### src/rtl/tetron_pkg.sv
// Shared constants and FSM encoding for the tetron placement engine.
// Coordinates are widened internally so anchor+offset can never wrap.
package tetron_pkg;
    localparam int BOARD_W_DEF = 10;
    localparam int BOARD_H_DEF = 20;
    localparam int OFFSET_W    = 5;
    localparam int ANCHOR_W    = 5;
    localparam int COORD_W     = 7;
    localparam int X_W         = 4;
    localparam int Y_W         = 5;
    localparam int NBLK        = 4;

    typedef enum logic [2:0] {
        IDLE   = 3'd0,
        CHECK  = 3'd1,
        DRAIN  = 3'd2,
        COMMIT = 3'd3,
        DONE   = 3'd4
    } state_t;
endpackage

### src/rtl/tetron_coord_calc.sv
// Combinational anchor+offset calculator with playfield bounds check.
// The sum is formed at a width wide enough that no operand combination wraps.
module tetron_coord_calc
    import tetron_pkg::*;
#(
    parameter int BOARD_W = BOARD_W_DEF,
    parameter int BOARD_H = BOARD_H_DEF
) (
    input  logic [ANCHOR_W-1:0] anchor_x,
    input  logic [ANCHOR_W-1:0] anchor_y,
    input  logic [OFFSET_W-1:0] hoffset,
    input  logic [OFFSET_W-1:0] voffset,
    output logic [X_W-1:0]      x,
    output logic [Y_W-1:0]      y,
    output logic                oob
);
    localparam logic signed [COORD_W-1:0] X_LIM = COORD_W'(BOARD_W);
    localparam logic signed [COORD_W-1:0] Y_LIM = COORD_W'(BOARD_H);

    logic signed [COORD_W-1:0] sum_x;
    logic signed [COORD_W-1:0] sum_y;

    assign sum_x = $signed({{(COORD_W-ANCHOR_W){1'b0}}, anchor_x})
                 + $signed({{(COORD_W-OFFSET_W){hoffset[OFFSET_W-1]}}, hoffset});
    assign sum_y = $signed({{(COORD_W-ANCHOR_W){1'b0}}, anchor_y})
                 + $signed({{(COORD_W-OFFSET_W){voffset[OFFSET_W-1]}}, voffset});

    assign oob = sum_x[COORD_W-1] || sum_y[COORD_W-1]
              || (sum_x >= X_LIM) || (sum_y >= Y_LIM);

    assign x = sum_x[X_W-1:0];
    assign y = sum_y[Y_W-1:0];
endmodule

### src/rtl/tetron_placer.sv
// Checks a four-block tetron against the board through a 1-cycle-latency read
// port and, on request, commits it by writing its four cells.
module tetron_placer
    import tetron_pkg::*;
#(
    parameter int BOARD_W = BOARD_W_DEF,
    parameter int BOARD_H = BOARD_H_DEF
) (
    input  logic                clk,
    input  logic                rst,
    input  logic                start,
    input  logic                mode,
    input  logic [ANCHOR_W-1:0] anchor_x,
    input  logic [ANCHOR_W-1:0] anchor_y,
    input  logic [OFFSET_W-1:0] blk1_hoffset,
    input  logic [OFFSET_W-1:0] blk1_voffset,
    input  logic [OFFSET_W-1:0] blk2_hoffset,
    input  logic [OFFSET_W-1:0] blk2_voffset,
    input  logic [OFFSET_W-1:0] blk3_hoffset,
    input  logic [OFFSET_W-1:0] blk3_voffset,
    input  logic [OFFSET_W-1:0] blk4_hoffset,
    input  logic [OFFSET_W-1:0] blk4_voffset,
    output logic                rd_en,
    output logic [X_W-1:0]      rd_x,
    output logic [Y_W-1:0]      rd_y,
    input  logic                rd_data,
    output logic                wr_en,
    output logic [X_W-1:0]      wr_x,
    output logic [Y_W-1:0]      wr_y,
    output logic                busy,
    output logic                done,
    output logic                collision
);
    state_t                state_reg, state_next;
    logic [1:0]            idx_reg, idx_next;
    logic                  collision_reg, collision_next;
    logic                  rd_pending_reg, rd_pending_next;
    logic                  mode_reg;
    logic [ANCHOR_W-1:0]   ax_reg, ay_reg;
    logic                  latch;
    logic                  hit;

    logic [OFFSET_W-1:0]   hoff_in  [NBLK];
    logic [OFFSET_W-1:0]   voff_in  [NBLK];
    logic [OFFSET_W-1:0]   blk_hoff [NBLK];
    logic [OFFSET_W-1:0]   blk_voff [NBLK];

    logic [X_W-1:0]        blk_x;
    logic [Y_W-1:0]        blk_y;
    logic                  blk_oob;

    assign hoff_in = '{blk1_hoffset, blk2_hoffset, blk3_hoffset, blk4_hoffset};
    assign voff_in = '{blk1_voffset, blk2_voffset, blk3_voffset, blk4_voffset};

    genvar gi;
    generate
        for (gi = 0; gi < NBLK; gi++) begin : g_blk
            logic [OFFSET_W-1:0] hoff_reg;
            logic [OFFSET_W-1:0] voff_reg;
            always_ff @(posedge clk) begin
                if (latch) begin
                    hoff_reg <= hoff_in[gi];
                    voff_reg <= voff_in[gi];
                end
            end
            assign blk_hoff[gi] = hoff_reg;
            assign blk_voff[gi] = voff_reg;
        end
    endgenerate

    always_ff @(posedge clk) begin
        if (latch) begin
            ax_reg   <= anchor_x;
            ay_reg   <= anchor_y;
            mode_reg <= mode;
        end
    end

    // One calculator serves both the check and commit passes, indexed by block.
    tetron_coord_calc #(
        .BOARD_W (BOARD_W),
        .BOARD_H (BOARD_H)
    ) u_calc (
        .anchor_x (ax_reg),
        .anchor_y (ay_reg),
        .hoffset  (blk_hoff[idx_reg]),
        .voffset  (blk_voff[idx_reg]),
        .x        (blk_x),
        .y        (blk_y),
        .oob      (blk_oob)
    );

    always_ff @(posedge clk) begin
        if (rst) begin
            state_reg      <= IDLE;
            idx_reg        <= '0;
            collision_reg  <= 1'b0;
            rd_pending_reg <= 1'b0;
        end else begin
            state_reg      <= state_next;
            idx_reg        <= idx_next;
            collision_reg  <= collision_next;
            rd_pending_reg <= rd_pending_next;
        end
    end

    always_comb begin
        state_next      = state_reg;
        idx_next        = idx_reg;
        collision_next  = collision_reg;
        rd_pending_next = 1'b0;
        latch           = 1'b0;
        rd_en           = 1'b0;
        rd_x            = '0;
        rd_y            = '0;
        wr_en           = 1'b0;
        wr_x            = '0;
        wr_y            = '0;
        // rd_data is only meaningful the cycle after a read was issued.
        hit             = rd_pending_reg & rd_data;

        unique case (state_reg)
            IDLE: begin
                if (start) begin
                    latch          = 1'b1;
                    collision_next = 1'b0;
                    idx_next       = '0;
                    state_next     = CHECK;
                end
            end
            CHECK: begin
                collision_next = collision_reg | hit | blk_oob;
                if (!blk_oob) begin
                    rd_en           = 1'b1;
                    rd_x            = blk_x;
                    rd_y            = blk_y;
                    rd_pending_next = 1'b1;
                end
                idx_next = idx_reg + 2'd1;
                if (idx_reg == 2'(NBLK - 1)) begin
                    state_next = DRAIN;
                end
            end
            DRAIN: begin
                collision_next = collision_reg | hit;
                idx_next       = '0;
                state_next     = (mode_reg && !collision_next) ? COMMIT : DONE;
            end
            COMMIT: begin
                wr_en    = 1'b1;
                wr_x     = blk_x;
                wr_y     = blk_y;
                idx_next = idx_reg + 2'd1;
                if (idx_reg == 2'(NBLK - 1)) begin
                    state_next = DONE;
                end
            end
            DONE: begin
                state_next = IDLE;
            end
            default: begin
                state_next = IDLE;
            end
        endcase
    end

    assign busy      = (state_reg != IDLE);
    assign done      = (state_reg == DONE);
    assign collision = collision_reg;
endmodule

### config.mk
export PLATFORM = sky130hd
export DESIGN_NAME = tetron_placer
export DESIGN_NICKNAME = d
export VERILOG_FILES = /design/src/rtl/tetron_pkg.sv /design/src/rtl/tetron_coord_calc.sv /design/src/rtl/tetron_placer.sv
export SDC_FILE = /design/constraint.sdc
export NUM_CORES = 1
export LEC_CHECK = 0
export CORE_ASPECT_RATIO = 0.9
export CORE_MARGIN = 2
export CORE_UTILIZATION = 35
export CTS_CLUSTER_SIZE = 25
export DETAILED_ROUTE_END_ITERATION = 8
export PLACE_DENSITY = 0.6
export SETUP_SLACK_MARGIN = 0.4
export SLEW_MARGIN = 15
export SYNTH_ARGS = -nofsm -noshare
export SYNTH_HDL_FRONTEND = slang
export SYNTH_SLANG_ARGS = --single-unit
export TNS_END_PERCENT = 30
### constraint.sdc
create_clock -name clk -period 7.3 [get_ports clk]
set_input_delay 1.46 -clock clk [delete_from_list [all_inputs] [get_ports clk]]
set_output_delay 1.46 -clock clk [all_outputs]
set_load 0.005 [all_outputs]
==> reports/summary.txt <==
outcome: finished clean
first drt pass iteration count: 4
dpl hpwl: 4.340 mm
leakage power: 1.392 nW
Compound-Gate Fraction of Synth Area: 0.08536
Yosys warnings: 0
Rel. slew slack: 0.4709
largest area contributor in the netlist: edfxtp_1
DRT antenna net count: 0
Inst Count DP: 374
fin crit share: 0.8173
Fillers: 695
Area Growth Syn to Fin: 38.35%
via/cell ratio: 4.802
switching part of the total: 0.2515
ys async rst share: 0
Setup CP Type: flop to primary output
syn nets: 274
row count: 31
global-route wire length before repair: 9.604 mm
GPL Wtd Cong: 0.8364
number of synthesized flops with an enable pin: 51
Critical Path RT: 5840 ps
Max VDD drop: 0.1098 mV
Setup violations, final: 0
clk_lat worst skew: 330 ps
reg2reg setup slack: 3750 ps
num ports: 78
Buffers on Ports: 77
GRT Util Overall: 0.1471
Sequential Power Share: 0.452
min-delay worst type: flop to flop
Clock power frac: 0.356
total grt overflow: 0
M1 GR Usage: 0.1958
Multi-input gate area: 1066 µm²
setup_tns: 0 ps
Post-Synth Simple-Gate Area: 0.1159
pins over their slew limit: 0
RR Startpoint: idx_reg[0]
CTS Hold Bufs: 0
core box area: 7951 µm²
vias in the first global route: 1918
die height: 89.29 µm
Distinct cells, synth: 46
Num CTS Buffers: 9
M2 GR Usage: 0.2211
Crit. End Element: primary output
total setup buffers inserted after CTS: 0
Fmax: 167.6 MHz
maximum net fanout on the critical path: 13
DR WL/cell: 15.05 µm
Most Crowded Layer GR: met2
WP data arrival: 4510 ps
post-synthesis xor/xnor area fraction: 0.01858
Total Wirelength: 5.855 mm
met3 Resource Use GR: 0.05786
Yosys top cell area share: 0.5414
largest family of logic cells by synthesized area: simple AND/OR/NAND/NOR gates
share of cells above drive strength 1: 0.1483
clk buf depth: 2
initial antenna violation count: 0
pin count of the biggest net entering global routing: 52
Worst Skew: 5.862 ps
mux cell area share after synthesis: 0.08359
Syn Inst Count: 204
Initial Util: 0.3558
ranking of synthesized cells by area: edfxtp_1 54%, mux4_2 8.0%, ha_1 5.7%
max_cap viols: 0
Die ar.: 8819 µm²
RSZ-0062 raised after global routing: false
CTS root buffer: clkbuf_8
Mean Syn Cell Area: 13.87 µm²
DR DRC count: 0
measured slew at the worst slew-check pin: 792.5 ps
adder-cell share of the synthesized area: 0.07165
Finished Layout Cells: 389
Fin. Hold Viols: 0
flops & latches, synth: 58
min-delay src: state_reg[1]
area of all sequential standard cells: 1672 µm²
Internal Power: 0.6587 mW
R2R depth: 9
ANT cells: 0
P per Cell Area: 224.8 nW/µm²
via count: 1868
crit path launch type: flop
# resized after CTS: 0
number of DRC markers in iteration 0: 63
Comb pwr share: 0.192
# nets final: 356
CTS tree: built
Reg clk slew, reported paths: 70 ps
hold depth: 2
Psw: 0.2213 mW
Die X: 98.77 µm
Critical Path Source: idx_reg[0]
clock sinks: 58
CTS H-tree depth: 3
post-synthesis sequential area ratio: 0.5909
post-synthesis instance area: 2829 µm²
ys flop type: edfxtp_1
clock period minus worst slack: 5966 ps
Tot Pwr: 0.8800 mW
==> path summary, 6_finish.rpt <==
path	to
worst max-delay path	rd_y[3]
worst min register to register	state_reg[2]
worst max register to register	collision
worst min-delay path	state_reg[2]
==> cells in the final DEF, fill, tap and decap left out, types with 4 or more instances in the layout <==
master	n
xor2_1	4
mux4_2	10
nand2_1	7
inv_1	13
nor3_2	10
dfxtp_1	7
edfxtp_1	51
nor3_1	4
clkbuf_8	9
nand2b_1	4
clkdlybuf4s50_1	77
ha_1	13
o21ai_0	7
a21oi_1	8
nor2_1	17
==> metrics by stage <==
stage	worst slack [ps]	instance area (µm²)	hold slack, ps	util
2_1_floorplan	1778	2829	552.9	-
3_3_place_gp	1475	3692	576.2	0.4644
3_5_place_dp	1594	3707	579.2	0.4662
4_1_cts	1218	3914	587.5	0.4922
5_1_grt	972.8	3914	633.8	0.4922
6_report	1334	3914	584.5	0.4922
==> kinds of logic after synthesis <==
family          count (synthesis)
simple gates                   56
mux                            11
xor+xnor                        6
fa+ha+maj                      15
buf+inv                        23
flops                          58
compound gates                 35
==> Yosys cell counts, drive strengths merged, types with 2 or more instances <==
library cell,number
nor2,17
inv,14
buf,4
mux4,10
dfxtp,7
a21oi,8
a211oi,4
nand3b,2
edfxtp,51
a211o,2
o21ai,7
o21bai,2
a311oi,2
nor3,14
xnor2,2
or3,2
nand2b,4
ha,13
o211ai,2
xor2,4
nand2,7
clkbuf,5
nor2b,2
fa,2
==> power by group through the flow <==
stage	Clock, mW	Sequential, mW	Combinational (mW)
6_report	0.314	0.397	0.169
5_1_grt	0.334	0.400	0.188
4_1_cts	0.323	0.398	0.171
3_5_place_dp	0	0.405	0.170
3_3_place_gp	0	0.405	0.167
2_1_floorplan	0	0.399	0.115
==> layout make-up <==
type | instances | share of cell area
repair buffers | 80 | 0.2027
multi-input cells | 123 | 0.2724
clock buffers | 9 | 0.03165
inverters | 14 | 0.01343
well taps | 99 | 0.03165
clock inverters | 6 | 0.02110
flip-flops and latches | 58 | 0.4271
==> routing by layer <==
layer / share of wire / vias up
li1: - / 936
met1: 0.48 / 875
met2: 0.45 / 53
met3: 0.063 / 4
met4: 0.011 / 0
met5: 0 / -
==> worst max-delay path, cell delays in order (launching register included) <==
cell and delay (ps):
dfxtp_1 830, mux4_2 590, ha_1 240, fa_1 460
a211o_1 340, and3_1 190, o211ai_1 210, o211ai_1 230
buf_4 230, buf_4 160, nor3_2 150, clkdlybuf4s50_1 520
Power figures use the tool's default switching activity.
